`src/rtl/seg7_pkg.sv`:
```
// ----------------------------------------------------------------------------
// seg7_pkg
// Shared definitions for the seven-segment capture block:
//   seg7_t       : 7-bit active-high segment pattern, bit6=a ... bit0=g
//   cap_state_t  : capture FSM state encoding (IDLE / TRACK / LOCKED)
//   GLYPH_TABLE  : the 16 hex glyphs, indexed by hex value
//   CNT_W        : width of the stability counter (covers 1..15)
// ----------------------------------------------------------------------------
package seg7_pkg;

    typedef logic [6:0] seg7_t;

    typedef enum logic [1:0] {
        ST_IDLE   = 2'd0,
        ST_TRACK  = 2'd1,
        ST_LOCKED = 2'd2
    } cap_state_t;

    localparam int CNT_W       = 4;
    localparam int GLYPH_COUNT = 16;

    // Active-high segments a..g for 0..F (lower-case b and d glyphs).
    localparam seg7_t GLYPH_TABLE [GLYPH_COUNT] = '{
        7'b1111110,  // 0
        7'b0110000,  // 1
        7'b1101101,  // 2
        7'b1111001,  // 3
        7'b0110011,  // 4
        7'b1011011,  // 5
        7'b1011111,  // 6
        7'b1110000,  // 7
        7'b1111111,  // 8
        7'b1111011,  // 9
        7'b1110111,  // A
        7'b0011111,  // b
        7'b1001110,  // C
        7'b0111101,  // d
        7'b1001111,  // E
        7'b1000111   // F
    };

endpackage

```
`src/rtl/seg7_pattern_decode.sv`:
```
// ----------------------------------------------------------------------------
// seg7_pattern_decode
// Combinational lookup of an active-high segment pattern in the glyph table.
// Ports:
//   i_pattern : 7-bit active-high segment pattern (bit6=a ... bit0=g)
//   o_err     : 1 when the pattern is not one of the 16 hex glyphs
//   o_value   : matching hex value, 0 when o_err=1
// ----------------------------------------------------------------------------
module seg7_pattern_decode
    import seg7_pkg::*;
(
    input  logic [6:0] i_pattern,
    output logic       o_err,
    output logic [3:0] o_value
);

    always_comb begin
        o_err   = 1'b1;
        o_value = 4'd0;
        for (int i = GLYPH_COUNT - 1; i >= 0; i--) begin
            if (i_pattern == GLYPH_TABLE[i]) begin
                o_err   = 1'b0;
                o_value = 4'(i);
            end
        end
    end

endmodule

```
`src/rtl/seg7_decoder_capture.sv`:
```
// ----------------------------------------------------------------------------
// seg7_decoder_capture
// Watches a multiplexed, active-low seven-segment display bus, waits for a
// digit to be stable for STABLE_CYCLES consecutive samples, then commits it:
// the per-position digit store is updated and a valid/ready event is offered.
//
// Parameters:
//   NUM_DIGITS    : display positions monitored (2..8)
//   STABLE_CYCLES : identical consecutive samples needed to commit (1..15)
// Ports:
//   clk, rst_n    : clock, asynchronous active-low reset
//   seg_n         : active-low segments, bit6=a ... bit0=g
//   sel_n         : active-low digit enables, one-hot low = valid scan slot
//   out_valid     : committed digit event pending
//   out_ready     : consumer accepts the event when high with out_valid
//   out_idx       : position of the event digit
//   out_value     : decoded hex value (0 on error)
//   out_err       : event pattern is not a hex glyph
//   digits        : last committed value per position, position 0 in LSBs
//   digit_vld     : position holds a valid committed value
//   overflow      : sticky, an event was dropped while out_valid was held
// Optional feature, macro SEG7_CAP_DP_EN:
//   dp_n          : active-low decimal point, part of the compared pattern
//   out_dp        : decimal point travelling with the event
// ----------------------------------------------------------------------------
module seg7_decoder_capture
    import seg7_pkg::*;
#(
    parameter int NUM_DIGITS    = 4,
    parameter int STABLE_CYCLES = 3
)
(
    input  logic                      clk,
    input  logic                      rst_n,
    input  logic [6:0]                seg_n,
    input  logic [NUM_DIGITS-1:0]     sel_n,
`ifdef SEG7_CAP_DP_EN
    input  logic                      dp_n,
    output logic                      out_dp,
`endif
    output logic                      out_valid,
    input  logic                      out_ready,
    output logic [2:0]                out_idx,
    output logic [3:0]                out_value,
    output logic                      out_err,
    output logic [4*NUM_DIGITS-1:0]   digits,
    output logic [NUM_DIGITS-1:0]     digit_vld,
    output logic                      overflow
);

    localparam logic [CNT_W-1:0] STABLE_C = CNT_W'(STABLE_CYCLES);

    // Input qualification (combinational)
    logic [NUM_DIGITS-1:0] w_sel;
    logic                  w_slot_ok;
    logic [2:0]            w_idx;
    seg7_t                 w_pat;
    logic                  w_dp;

    assign w_sel     = ~sel_n;
    assign w_pat     = ~seg_n;
    assign w_slot_ok = ($countones(w_sel) == 1) && (seg_n != 7'h7F);

`ifdef SEG7_CAP_DP_EN
    assign w_dp = ~dp_n;
`else
    assign w_dp = 1'b0;
`endif

    always_comb begin
        w_idx = 3'd0;
        for (int i = 0; i < NUM_DIGITS; i++) begin
            if (w_sel[i]) begin
                w_idx = 3'(i);
            end
        end
    end

    // ---- Stage p0: sample register, previous sample kept for comparison ----
    logic       r_smp_vld, r_prv_vld;
    logic [2:0] r_smp_idx, r_prv_idx;
    seg7_t      r_smp_pat, r_prv_pat;
    logic       r_smp_dp,  r_prv_dp;

    always_ff @(posedge clk or negedge rst_n) begin
        if (!rst_n) begin
            r_smp_vld <= 1'b0;
            r_smp_idx <= 3'd0;
            r_smp_pat <= '0;
            r_smp_dp  <= 1'b0;
            r_prv_vld <= 1'b0;
            r_prv_idx <= 3'd0;
            r_prv_pat <= '0;
            r_prv_dp  <= 1'b0;
        end else begin
            r_smp_vld <= w_slot_ok;
            r_smp_idx <= w_idx;
            r_smp_pat <= w_pat;
            r_smp_dp  <= w_dp;
            r_prv_vld <= r_smp_vld;
            r_prv_idx <= r_smp_idx;
            r_prv_pat <= r_smp_pat;
            r_prv_dp  <= r_smp_dp;
        end
    end

    logic w_same;
    assign w_same = r_prv_vld &&
                    ({r_smp_idx, r_smp_pat, r_smp_dp} == {r_prv_idx, r_prv_pat, r_prv_dp});

    // Decode the registered sample; this is the pattern a commit would carry.
    logic       w_dec_err;
    logic [3:0] w_dec_value;

    seg7_pattern_decode u_decode (
        .i_pattern (r_smp_pat),
        .o_err     (w_dec_err),
        .o_value   (w_dec_value)
    );

    // ---- Stage p1: stability FSM ----
    cap_state_t       r_state, w_state_nxt;
    logic [CNT_W-1:0] r_cnt, w_cnt_nxt, w_cnt_inc;
    logic             w_commit, w_restart;

    assign w_cnt_inc = r_cnt + 1'b1;

    always_ff @(posedge clk or negedge rst_n) begin
        if (!rst_n) begin
            r_state <= ST_IDLE;
            r_cnt   <= '0;
        end else begin
            r_state <= w_state_nxt;
            r_cnt   <= w_cnt_nxt;
        end
    end

    always_comb begin
        w_state_nxt = r_state;
        w_cnt_nxt   = r_cnt;
        w_commit    = 1'b0;
        w_restart   = 1'b0;

        if (!r_smp_vld) begin
            w_state_nxt = ST_IDLE;
            w_cnt_nxt   = '0;
        end else begin
            case (r_state)
                ST_IDLE: w_restart = 1'b1;
                ST_TRACK: begin
                    if (w_same) begin
                        w_cnt_nxt = w_cnt_inc;
                        if (w_cnt_inc == STABLE_C) begin
                            w_commit    = 1'b1;
                            w_state_nxt = ST_LOCKED;
                        end
                    end else begin
                        w_restart = 1'b1;
                    end
                end
                // Already committed this pattern: hold until it changes.
                ST_LOCKED: w_restart = !w_same;
                default: begin
                    w_state_nxt = ST_IDLE;
                    w_cnt_nxt   = '0;
                end
            endcase
        end

        // A fresh valid pattern counts as its first sample; with a
        // single-sample threshold it commits straight away.
        if (w_restart) begin
            w_cnt_nxt = CNT_W'(1);
            if (STABLE_C == CNT_W'(1)) begin
                w_commit    = 1'b1;
                w_state_nxt = ST_LOCKED;
            end else begin
                w_state_nxt = ST_TRACK;
            end
        end
    end

    // ---- Stage p2: digit store and event output register ----
    logic [4*NUM_DIGITS-1:0] r_digits;
    logic [NUM_DIGITS-1:0]   r_digit_vld;
    logic                    r_out_valid, r_out_err, r_overflow;
    logic [2:0]              r_out_idx;
    logic [3:0]              r_out_value;

    always_ff @(posedge clk or negedge rst_n) begin
        if (!rst_n) begin
            r_digits    <= '0;
            r_digit_vld <= '0;
        end else if (w_commit) begin
            for (int i = 0; i < NUM_DIGITS; i++) begin
                if (3'(i) == r_smp_idx) begin
                    // An error glyph invalidates the position but keeps
                    // the last good value.
                    if (w_dec_err) begin
                        r_digit_vld[i] <= 1'b0;
                    end else begin
                        r_digits[i*4 +: 4] <= w_dec_value;
                        r_digit_vld[i]     <= 1'b1;
                    end
                end
            end
        end
    end

`ifdef SEG7_CAP_DP_EN
    logic r_out_dp;
`endif

    always_ff @(posedge clk or negedge rst_n) begin
        if (!rst_n) begin
            r_out_valid <= 1'b0;
            r_out_idx   <= 3'd0;
            r_out_value <= 4'd0;
            r_out_err   <= 1'b0;
            r_overflow  <= 1'b0;
`ifdef SEG7_CAP_DP_EN
            r_out_dp    <= 1'b0;
`endif
        end else if (w_commit) begin
            // Load when the slot is free or being accepted this cycle
            // (no bubble); otherwise the new event is lost.
            if (!r_out_valid || out_ready) begin
                r_out_valid <= 1'b1;
                r_out_idx   <= r_smp_idx;
                r_out_value <= w_dec_err ? 4'd0 : w_dec_value;
                r_out_err   <= w_dec_err;
`ifdef SEG7_CAP_DP_EN
                r_out_dp    <= r_smp_dp;
`endif
            end else begin
                r_overflow <= 1'b1;
            end
        end else if (r_out_valid && out_ready) begin
            r_out_valid <= 1'b0;
        end
    end

    assign out_valid = r_out_valid;
    assign out_idx   = r_out_idx;
    assign out_value = r_out_value;
    assign out_err   = r_out_err;
    assign digits    = r_digits;
    assign digit_vld = r_digit_vld;
    assign overflow  = r_overflow;
`ifdef SEG7_CAP_DP_EN
    assign out_dp    = r_out_dp;
`endif

endmodule

```
`config.mk`:
```
export PLATFORM = sky130hd
export DESIGN_NAME = seg7_decoder_capture
export DESIGN_NICKNAME = d
export VERILOG_FILES = /design/src/rtl/seg7_pkg.sv /design/src/rtl/seg7_pattern_decode.sv /design/src/rtl/seg7_decoder_capture.sv
export SDC_FILE = /design/constraint.sdc
export NUM_CORES = 1
export LEC_CHECK = 0
export CAP_MARGIN = 20
export CORE_ASPECT_RATIO = 0.6
export CORE_UTILIZATION = 34
export CTS_BUF_LIST = sky130_fd_sc_hd__clkbuf_4
export DETAILED_ROUTE_END_ITERATION = 16
export SETUP_SLACK_MARGIN = 0.4
export SYNTH_ARGS = -nofsm -noshare
export SYNTH_HDL_FRONTEND = slang
export SYNTH_SLANG_ARGS = --single-unit
export TNS_END_PERCENT = 20
```
`constraint.sdc`:
```
create_clock -name clk -period 4.3 [get_ports clk]
set_input_delay 1.075 -clock clk [delete_from_list [all_inputs] [get_ports clk]]
set_output_delay 1.075 -clock clk [all_outputs]
set_load 0.02 [all_outputs]
```
# [After elaboration in Yosys (flattened, before gate mapping)]
# Cells that the tools add are included.
[word_totals] register_bits=58 wordCells=137
[op_classes] mux=56 n_eq_ne=29 n_bitwise=4 n_reduce_logical=23 n_addsub=4
[ops] operator="$eq A7 B7 Y1 const B" n=12
[ops] operator="$mux W4" n=20
[ops] operator="$mux W1" n=27
[ops] operator="$eq A7 B6 Y1 const B" n=3
[ops] operator="$reduce_and A2 Y1" n=8
[ops] operator="$reduce_and A3 Y1" n=5
[ops] operator="$mux W2" n=6
[ops] operator="$eq A10 B10 Y1" n=1
[ops] operator="$ne A4 B4 Y1 const B" n=2
[ops] operator="$pmux W4 S2" n=1
[ops] operator="$eq A7 B5 Y1 const B" n=1
[ops] operator="$ne A7 B7 Y1 const B" n=1
[ops] operator="$not A7 Y7" n=1
[ops] operator="$eq A2 B3 Y1 const A" n=2
[ops] operator="$add A1 B1 Y2" n=2
[ops] operator="$add A4 B1 Y4 const B" n=1
[ops] operator="$eq A4 B2 Y1 const B" n=1
[ops] operator="$not A4 Y4" n=1
[ops] operator="$pmux W2 S2" n=1
[ops] operator="$add A2 B2 Y3" n=1
[ops] operator="$eq A1 B3 Y1 const A" n=1
[ops] operator="$eq A3 B1 Y1 const B" n=1
[ops] operator="$logic_and A1 B1 Y1" n=3
[ops] operator="$logic_not A3 Y1" n=1
[ops] operator="11 further kinds" n=13

# [Longest topological paths before layout]
# Gate-level depths: netlist of the first run.
[logic_depth] ltp_word=19 ltp_mapped=8 ltp_nobuf=7

# [Hierarchy]
# A second synthesis of the first run with hierarchy kept.
[unflattened] cells_unflattened=246 area_unflattened_um2=2856.5
[by_module_without_submodules] mod="seg7_decoder_capture" area_per_inst_um2=2426.1 cells_each=190 n_inst=1
[by_module_without_submodules] mod="seg7_pattern_decode" area_per_inst_um2=430.4 cells_each=56 n_inst=1

# [Worst setup path after synthesis of the first run]
# Ideal clock, no wire load.
[synth_timing] path_type="input to register" start="in sel_n[0]" end="reg r_smp_vld" n_path_buf=0 required_ns=4.195 path_slack_ns=1.884 stages=5 t_arrival_ns=2.311 cell_sequence="fa_1 -> inv_1 -> ha_1 -> ha_1 -> nor4b_1"
[synth_via] elab_chain_len=5
[synth_lines] item="start: declaration" line="seg7_decoder_capture.sv:36" source="input logic [NUM_DIGITS-1:0] sel_n,"
[synth_lines] item="$not A4 Y4" line="seg7_decoder_capture.sv:60" source="assign w_sel = ~sel_n;"
[synth_lines] item="$add A1 B1 Y2 (not written as such)" line="seg7_decoder_capture.sv:62" source="assign w_slot_ok = ($countones(w_sel) == 1) && (seg_n != 7'h7F);"
[synth_lines] item="$add A2 B2 Y3 (not written as such)" line="seg7_decoder_capture.sv:62"
[synth_lines] item="$eq A3 B1 Y1" line="seg7_decoder_capture.sv:62"
[synth_lines] item="$logic_and A1 B1 Y1" line="seg7_decoder_capture.sv:62"
[synth_lines] item="via w_slot_ok" line="seg7_decoder_capture.sv:55" source="logic w_slot_ok;"
[synth_lines] item="end signal: assignment" line="seg7_decoder_capture.sv:96" source="r_smp_vld <= w_slot_ok;"
[synth_lines] item="end: declaration" line="seg7_decoder_capture.sv:80" source="logic r_smp_vld, r_prv_vld;"
# The timed path passes the listed nets, and every way through them passes these cells.
# A chain may end at the register's enable or synchronous reset.

# [Worst setup path in the final report of the first run]
[layout_timing] start="reg r_cnt[0]" end="reg r_out_value[0] (netlist: out_value[0])"
[layout_via] elab_chain_len=7
[layout_lines] item="start: declaration" line="seg7_decoder_capture.sv:123" source="logic [CNT_W-1:0] r_cnt, w_cnt_nxt, w_cnt_inc;"
[layout_lines] item="start signal: assignment" line="seg7_decoder_capture.sv:134" source="r_cnt <= w_cnt_nxt;"
[layout_lines] item="$add A4 B1 Y4" line="seg7_decoder_capture.sv:126" source="assign w_cnt_inc = r_cnt + 1'b1;"
[layout_lines] item="$eq A4 B2 Y1" line="seg7_decoder_capture.sv:153" source="if (w_cnt_inc == STABLE_C) begin"
[layout_lines] item="$mux W1" line="seg7_decoder_capture.sv:153"
[layout_lines] item="$mux W1" line="seg7_decoder_capture.sv:151" source="if (w_same) begin"
[layout_lines] item="$mux W1" line="seg7_decoder_capture.sv:148" source="case (r_state)"
[layout_lines] item="$mux W1" line="seg7_decoder_capture.sv:144" source="if (!r_smp_vld) begin"
[layout_lines] item="$reduce_and A2 Y1 (no line)"
[layout_lines] item="end signal: assignment" line="seg7_decoder_capture.sv:230" source="r_out_value <= w_dec_err ? 4'd0 : w_dec_value;"
[layout_lines] item="end: declaration" line="seg7_decoder_capture.sv:188" source="logic [3:0] r_out_value;"
# Every way passes these cells.

==> results of run 1 <==
==> routing by layer <==
metal,vias up,wire (µm),part of all wire,track usage
met3,8,349,0.061,0.0525
li1,915,-,-,-
met5,-,0,0,0
met4,0,56,0.0098,0.0385
met1,899,3120,0.55,0.226
met2,42,2170,0.38,0.188
==> cell usage after synthesis, types with 3 or more instances <==
master / number / area share
dfrtp_1: 55 / 0.50
inv_1: 21 / 0.029
mux2_2: 16 / 0.066
nand2_1: 12 / 0.016
nor2_1: 12 / 0.016
nand4_1: 10 / 0.023
nand3_1: 9 / 0.016
xnor2_1: 8 / 0.026
mux2_4: 5 / 0.027
nor2b_1: 5 / 0.011
a211oi_2: 4 / 0.018
a21oi_1: 4 / 0.0073
buf_2: 4 / 0.0073
ha_1: 4 / 0.018
nand2b_1: 4 / 0.0092
o21ai_0: 4 / 0.0073
o22ai_1: 4 / 0.0092
a22oi_1: 3 / 0.0082
buf_6: 3 / 0.012
xnor2_2: 3 / 0.018
==> power by group <==
group | switching (mW) | internal (mW)
combinational | 0.0457 | 0.0373
clock | 0.170 | 0.0644
sequential | 0.0285 | 0.533
total | 0.244 | 0.635
==> path summary, 6_finish.rpt <==
check                      slack (ns)      endpoint     start
min                              0.51      overflow  overflow
max                              1.49  out_value[0]  r_cnt[0]
max reg2reg                      1.49  out_value[0]  r_cnt[0]
min reg2reg                      0.51      overflow  overflow
max in group asynchronous        2.76     digits[7]     rst_n
min in group asynchronous        0.77     digits[6]     rst_n
==> worst max-delay path, stage by stage (launching register included) <==
cell     delay (ns)
dfrtp_1        0.48
inv_1          0.09
ha_1           0.16
nand3_1        0.08
o31ai_1        0.76
nand2_1        0.21
nor3b_4        0.59
mux2_4         0.35
==> cell families (layout without fill, tap and decap cells) <==
| kind of cell | after synthesis | in the layout |
|---|---|---|
| fa+ha+maj | 5 | 5 |
| other cells | 1 | 1 |
| buf+inv | 31 | 72 |
| xor+xnor | 12 | 12 |
| simple gates | 73 | 73 |
| flops | 55 | 55 |
| compound gates | 34 | 34 |
| mux | 23 | 23 |
==> final cells by class <==
class | count | area (µm²) | area share
clock buffer | 5 | 37.5 | 0.0115
clock inverter | 3 | 18.8 | 0.00574
inverter | 21 | 78.8 | 0.0241
multi-input combinational | 148 | 1200 | 0.368
sequential | 55 | 1380 | 0.421
tap | 104 | 130 | 0.0398
timing repair buffer | 43 | 423 | 0.129
==> registers in the layout (all words and copies together), names as in the netlist <==
register	flops
r_prv_pat	7
digits	16
r_prv_idx	2
digit_vld	4
r_state	2
r_smp_vld	1
out_valid	1
r_prv_vld	1
out_idx	2
r_smp_idx	2
r_smp_pat	7
out_value	4
overflow	1
r_cnt	4
out_err	1
==> metrics by stage <==
stage | cells | instance area [µm²] | util | hold WS [ns] | setup slack, ns
2_1_floorplan | 234 | 2730 | - | 0.349 | 1.88
3_3_place_gp | 371 | 3210 | 0.428 | 0.474 | 1.39
3_5_place_dp | 371 | 3210 | 0.428 | 0.482 | 1.24
4_1_cts | 379 | 3270 | 0.435 | 0.519 | 1.55
5_1_grt | 379 | 3270 | 0.435 | 0.544 | 1.30
6_report | 379 | 3270 | 0.435 | 0.515 | 1.49
==> impl_results.md, run 1 <==
- RSZ-0062 raised after global routing: no
- Gpl congestion: 0.780
- Synth cell types: 57
- Primary FF master, synth: dfrtp_1
- Hold WC Path Type: reg2reg
- Post-DRT Antenna Nets: 0
- Max Fclk: 0.356 GHz
- IO Pins: 44
- Layout cells sized above 1: 0.164
- Die ar.: 8410 µm²
- Synth Area in Simple Gates: 0.164
- CTS resizes: 0
- Rel. slew slack: 0.363
- Register area share after synthesis: 0.504
- CP required: 4.59 ns
- Total CTS buffers: 5
- Synth Area in Adders: 0.0257
- Mapped Area: 2730 µm²
- Global-route wire length before repair: 9.67 mm
- Clk_lat worst skew: 0.40 ns
- Row cnt: 24
- Fill cells: 740
- Die span in x: 118 µm
- Max H-tree Level: 2
- Drt pass-1 iters: 4
- Worst R2R Path Depth: 7
- Diodes inserted: 0
- CP Data Arrival Time: 3.10 ns
- Most frequent cells in the layout: dfrtp_1 (55), clkdlybuf4s50_1 (41), inv_1 (21)
- Post-synth EDFFs: 0
- Commonest non-fill, non-tap cell in the layout: dfrtp_1
- # DRC: 0
- P&R area growth vs syn: 19.7%
- Max Slew Vio Count: 0
- LEAKAGE: 1.40 nW
- Root Driver: clkbuf_4
- Combinational family with the most area after synthesis: simple AND/OR/NAND/NOR gates
- Hold depth: 1
- Worst vdd ir: 95.3 µV
- Compound-gate portion of the synthesized area: 0.103
- Die height: 71.4 µm
- Mux share of post-synthesis cell area: 0.101
- Worst setup EP type: register
- Setup Crit Path Kind: reg2reg
- XOR/XNOR Fraction of Synth Area: 0.0467
- Endpoints failing setup: 0
- CTS clk-pin slew, worst paths: 0.15 ns
- Initial Utilization: 0.364
- Final hold viol count: 0
- Hold-fix buffers, CTS: 0
- Gr ovfl total: 0
- Slew @ Worst Pin: 0.949 ns
- Initial antenna violation count: 0
- Clock Skew: 0.0193 ns
- Max Cap Viol: 0
- Post-DP HPWL: 4.23 mm
- Crit Path Max Fanout: 7
- Syn_nets: 253
- Synth warn: 0
- CTS tree: yes
- Final nets: 293
- Post-synthesis cell count: 234
- Initial DRC count: 106
- Post-Route WL: 5.70 mm
- Ys async rst share: 1.00
- DR WL/cell: 15.0 µm
- Status: complete, no violations
- Sink Count: 55
- Startpoint types: register
- Power Dens Cells: 269 nW/µm²
- Largest net degree at the start of global routing: 42
- Via-to-Cell Ratio: 4.92
- Via Count: 1864
- Post-CTS Setup Bufs: 0
- Final worst-path cycle share: 0.653
- Total power: 0.879 mW
- CORE AREA: 7510 µm²
- Synth Register Bits: 55
- Worst-case clock buffer depth: 2
- Global-route total usage across every layer: 0.147
- Tmin final: 2.81 ns
- Avg Inst Size Synth: 11.7 µm²
- Number of I/O port buffers: 42
- Post-Route Setup TNS: 0 ns
- Vias in the first global route: 1825
(Power assumes the default switching activity.)
==> run 2: changes to the inputs <==
- clock period: 4.3 -> 2.7 ns (I/O delays scaled with it)
==> run 2 against run 1 <==
Combinational power rose to 2.6 times the previous value. First-iteration DRC count down 28%. Register-to-register slack worse by 1.1 ns. Sequential power up 57%. Worst hold slack worse by 0.12 ns. Setup slack worse by 1.1 ns. Utilization up 6.5 points. Wire length up 15%. Cell area up 15%. Critical path type unchanged. Largest cell class unchanged.
==> impl_results.md, run 2 (same netlist as run 1, synthesis figures left out) <==
- DR WL/cell: 15.7 µm
- Worst vdd ir: 165 µV
- Combinational share of power: 0.138
- Gpl congestion: 0.824
- Clock power share: 0.297
- Final worst-path cycle share: 0.857
- RSZ-0062 raised after global routing: yes
- Vias in the first global route: 2039
- CP required: 2.99 ns
- Max H-tree Level: 2
- Crit Path Max Fanout: 8
- Sequential Area: 1390 µm²
- Status: complete, no violations
- Final nets: 329
- Initial DRC count: 76
- Dpl cell area: 3350 µm²
- Hold-fix buffers, CTS: 0
- P&R area growth vs syn: 37.6%
- Tmin final: 2.31 ns
- Worst R2R Path Depth: 7
- Crit-path cells: buf_6, xnor2_2, nand4_1, or4_4, nor3b_4, buf_6, mux2_4
- Flop-to-flop setup slack: 0.39 ns
- Post-Route Setup TNS: 0 ns
- # DRC: 0
- Final hold viol count: 0
- Post-Route WL: 6.54 mm
- Most frequent cells in the layout: dfrtp_1 (48), clkdlybuf4s50_1 (41), buf_4 (30)
- Reg2reg end: out_value[2]
- Pint: 1.15 mW
- CP Data Arrival Time: 2.60 ns
- Endpoints failing setup: 0
- Sequential Power Share: 0.566
- Via-to-Cell Ratio: 4.99
- CTS clk-pin slew, worst paths: 0.16 ns
- Switching Fraction: 0.264
- Max reg flops: 16
- Clock Skew: 0.00754 ns
- IO Pins: 44
- NetSw: 0.411 mW
- Clk_lat worst skew: 0.38 ns
- Drt pass-1 iters: 4
- Global-route wire length before repair: 10.7 mm
- Post-DP HPWL: 4.58 mm
- Max Fclk: 0.432 GHz
- Initial antenna violation count: 0
- Worst-case clock buffer depth: 2
- CP Launch Point: r_smp_pat[2]
- Largest stage delay on the critical path: 0.59 ns
- Slew @ Worst Pin: 0.694 ns
- Die height: 71.4 µm
- LEAKAGE: 1.62 nW
- Initial Utilization: 0.364
- Root Driver: clkbuf_4
- Total CTS buffers: 5
- Reg-to-Reg Start: r_smp_pat[2]
- Layout cells sized above 1: 0.331
- CTS tree: yes
- Footprint of the multi-input gates: 1360 µm²
- Rel. slew slack: 0.536
- Setup Crit Path Kind: reg2reg
- Power Dens Cells: 415 nW/µm²
- Die span in x: 118 µm
- Global-route total usage across every layer: 0.165
- Fill cells: 691
- Number of I/O port buffers: 42
- Startpoint types: register
- Worst hold margin: 0.396 ns
- Hold WC Path Type: in2async
- Largest net degree at the start of global routing: 56
- Gr ovfl total: 0
- Max Cap Viol: 0
- Final Cell Area: 3760 µm²
- Sink Count: 55
- Most used cell, CP: buf_6
- Max Slew Vio Count: 0
- Via Count: 2076
- Die ar.: 8410 µm²
- CORE AREA: 7510 µm²
- Post-DRT Antenna Nets: 0
- Slowest CP cell: or4_4
- Row cnt: 24
- Commonest non-fill, non-tap cell in the layout: dfrtp_1
- Worst setup EP type: register
==> run 2: power groups by stage <==
| stage | sequential, mW | combinational, mW | clock [mW] |
|---|---|---|---|
| after global routing | 0.885 | 0.237 | 0.516 |
| after floorplan | 0.885 | 0.0964 | 0 |
| final | 0.882 | 0.214 | 0.462 |
| after detailed placement | 0.897 | 0.166 | 0 |
| after global placement | 0.896 | 0.164 | 0 |
| after CTS | 0.879 | 0.208 | 0.477 |
==> run 2: what timing repair did <==
action / in CTS / in global routing
setup endpoints to repair: 24 / 23
resized for setup: 31 / 5
cloned: 0 / 1
setup buffers: 17 / 2
pin swaps: 9 / 5
==> run 2: worst max-delay path by stage <==
stage                         endpoint  slack [ns]  cells after the start
after global routing         digits[2]        0.33                      7
after global placement       r_smp_vld        0.21                      6
after floorplan             out_idx[0]        0.40                      6
after CTS                    digits[1]        0.40                      6
final                     out_value[2]        0.39                      7
after detailed placement     r_smp_vld        0.15                      6
==> run 2: area by class of cell <==
cell class | count | area share
Sequential cell | 55 | 0.369
Clock inverter | 3 | 0.0117
Timing Repair Buffer | 78 | 0.191
Multi-Input combinational cell | 149 | 0.363
Inverter | 21 | 0.0210
Clock buffer | 5 | 0.00999
Antenna cell | 1 | 0.000666
Tap cell | 104 | 0.0346
==> run 2: metrics by stage <==
| stage | worst slack, ns | util | cells | power, mW |
|---|---|---|---|---|
| final | 0.387 | 0.501 | 416 | 1.56 |
| after global routing | 0.325 | 0.500 | 415 | 1.64 |
| after CTS | 0.399 | 0.493 | 412 | 1.56 |
| after detailed placement | 0.153 | 0.446 | 387 | 1.06 |
| after global placement | 0.210 | 0.446 | 387 | 1.06 |
| after floorplan | 0.405 | - | 234 | 0.982 |
==> run 2: per-layer routing <==
| metal | up-vias | GRT usage | share of wire |
|---|---|---|---|
| met1 | 1012 | 0.263 | 0.54 |
| met5 | - | 0 | 0 |
| met2 | 65 | 0.215 | 0.39 |
| li1 | 990 | - | - |
| met4 | 0 | 0.0299 | 0.0076 |
| met3 | 9 | 0.0494 | 0.063 |
==> run 2: worst max-delay path: cells and delay by family (launching register included) <==
kind | cells | cell delay [ns]
xor gates and xnor gates | 1 | 0.15
buffers and inverters | 2 | 0.33
DFF | 1 | 0.50
muxes | 1 | 0.31
and+or+nand+nor | 3 | 0.93
==> run 3: changes to the inputs <==
- ABC_CLOCK_PERIOD_IN_PS: default -> 2700
- CORE_ASPECT_RATIO: 0.6 -> 1.2
==> run 3 against run 2 <==
The flow now finishes with violations (design-rule violations). Critical endpoint unchanged. Sequential share of layout area shrank 0.11 points. Cell area increased by 0.30%. Critical path type unchanged. Critical path depth is the same. Flip-flop and latch count unchanged. Non-clock buffer count is 3 higher. Worst hold slack worse by 0.095 ns. Register-to-register slack improved by 0.02 ns. Setup slack better by 0.018 ns. Utilization fell by 1.4 points. Die area is 0.12% lower. Largest cell class unchanged. Clock skew is 0.0055 ns higher. Global-route usage down 1.2 points.
==> impl_results.md, run 3 (same netlist as run 1, synthesis figures left out) <==
- Status: finished with violations
- Failing checks: design-rule violations
- Max H-tree Level: 2
- Initial antenna violation count: 0
- Max Fclk: 0.436 GHz
- Initial DRC count: 65
- Setup Crit Path Kind: reg2reg
- Final Cell Area: 3770 µm²
- Rel. slew slack: 0.569
- CTS tree: yes
- Worst-case clock buffer depth: 2
- Total power: 1.43 mW
- CP required: 2.97 ns
- Vias in the first global route: 2104
- Layout cells sized above 1: 0.342
- Clk_lat worst skew: 0.37 ns
- Post-Route Setup TNS: 0 ns
- Largest net degree at the start of global routing: 30
- Gpl congestion: 0.848
- Startpoint types: register
- Hold WC Path Type: in2async
- Fill cells: 717
- Post-DRT Antenna Nets: 0
- Power Dens Cells: 380 nW/µm²
- Dpl cell area: 3330 µm²
- CORE AREA: 7750 µm²
- Worst R2R Path Depth: 7
- Flop-to-flop setup slack: 0.40 ns
- P&R area growth vs syn: 38.0%
- Clock Skew: 0.0130 ns
- Most frequent cells in the layout: dfrtp_1 (48), clkdlybuf4s50_1 (41), buf_4 (32)
- Root Driver: clkbuf_4
- Max Cap Viol: 0
- # DRC: 4
- CTS clk-pin slew, worst paths: 0.15 ns
- Total CTS buffers: 5
- Worst hold margin: 0.300 ns
- Row cnt: 35
- Number of I/O port buffers: 42
- Max Slew Vio Count: 0
- Drt pass-1 iters: 10
- Via Count: 2074
- Post-Route WL: 6.15 mm
- Via-to-Cell Ratio: 5.12
- Sink Count: 55
- Hold-fix buffers, CTS: 0
- Slew @ Worst Pin: 0.646 ns
- Global-route total usage across every layer: 0.153
- Gr ovfl total: 0
- Final worst-path cycle share: 0.850
- Diodes inserted: 0
- Crit Path Max Fanout: 6
- Die ar.: 8400 µm²
- Initial Utilization: 0.352
- Post-DP HPWL: 4.21 mm
- Tmin final: 2.30 ns
- LEAKAGE: 1.64 nW
- IO Pins: 44
- RSZ-0062 raised after global routing: yes
- Endpoints failing setup: 0
- CP Launch Point: r_smp_pat[6]
- Max reg flops: 16
- Worst vdd ir: 184 µV
- Final hold viol count: 0
- Die span in x: 83.8 µm
- CP Data Arrival Time: 2.57 ns
- DR WL/cell: 15.2 µm
- Worst setup EP type: register
- Global-route wire length before repair: 10.2 mm
- Reg-to-Reg Start: r_smp_pat[6]
- Reg2reg end: out_value[2]
- Final nets: 332
- Die height: 100 µm
- Commonest non-fill, non-tap cell in the layout: dfrtp_1
## run 3: changes by cell type in the layout (fill, tap and decap cells not counted), sizes merged
cell	delta
diode	-1
buf	+3
bufinv	-1
## run 3: timing repair
item / CTS / global route
endpoints found under the setup margin: 23 / 23
endpoints found under the hold margin: 0 / 0
resized for setup: 14 / 24
pin swaps: 7 / 13
buffers inserted: 11 / 12
cloned: 0 / 1
## run 3: power by group
group	internal, mW	switching (mW)
clock network	0.0931	0.243
logic	0.104	0.106
registers	0.850	0.0343
## run 3: cell type report
class / instances / area [µm²] / share of cell area
inverter: 21 / 78.8 / 0.0209
timing repair buffer: 81 / 769 / 0.204
tap: 92 / 115 / 0.0305
sequential: 55 / 1390 / 0.368
clock inverter: 2 / 8.76 / 0.00232
clock buffer: 5 / 37.5 / 0.00996
multi-input combinational: 149 / 1370 / 0.365
## run 3: worst max-delay path by stage
| stage | end | cells past startpoint |
|---|---|---|
| after floorplan | out_idx[0] | 6 |
| final | out_value[2] | 7 |
| after CTS | digits[0] | 7 |
| after detailed placement | r_smp_vld | 6 |
| after global placement | r_smp_vld | 6 |
| after global routing | digits[2] | 7 |
## run 3: metal layers
layer,GRT usage,up-vias,share of wire
li1,-,992,-
met1,0.192,1016,0.44
met2,0.265,54,0.50
met3,0.0255,12,0.038
met4,0.0597,0,0.025
met5,0,-,0
## run 3: critical path, stage by stage (launching register included)
cell and delay, ns:
dfrtp_2 0.47, buf_4 0.18, xnor2_4 0.18, nand4_1 0.11, or4_4 0.58, nor3b_4 0.21, buf_6 0.18, mux2_4 0.30
## run 3: stage by stage
stage	std cells	setup WS [ns]	utilization
5_1_grt	405	0.358	0.486
3_3_place_gp	374	0.212	0.429
3_5_place_dp	374	0.143	0.429
4_1_cts	392	0.390	0.459
6_report	405	0.404	0.486
2_1_floorplan	234	0.405	-
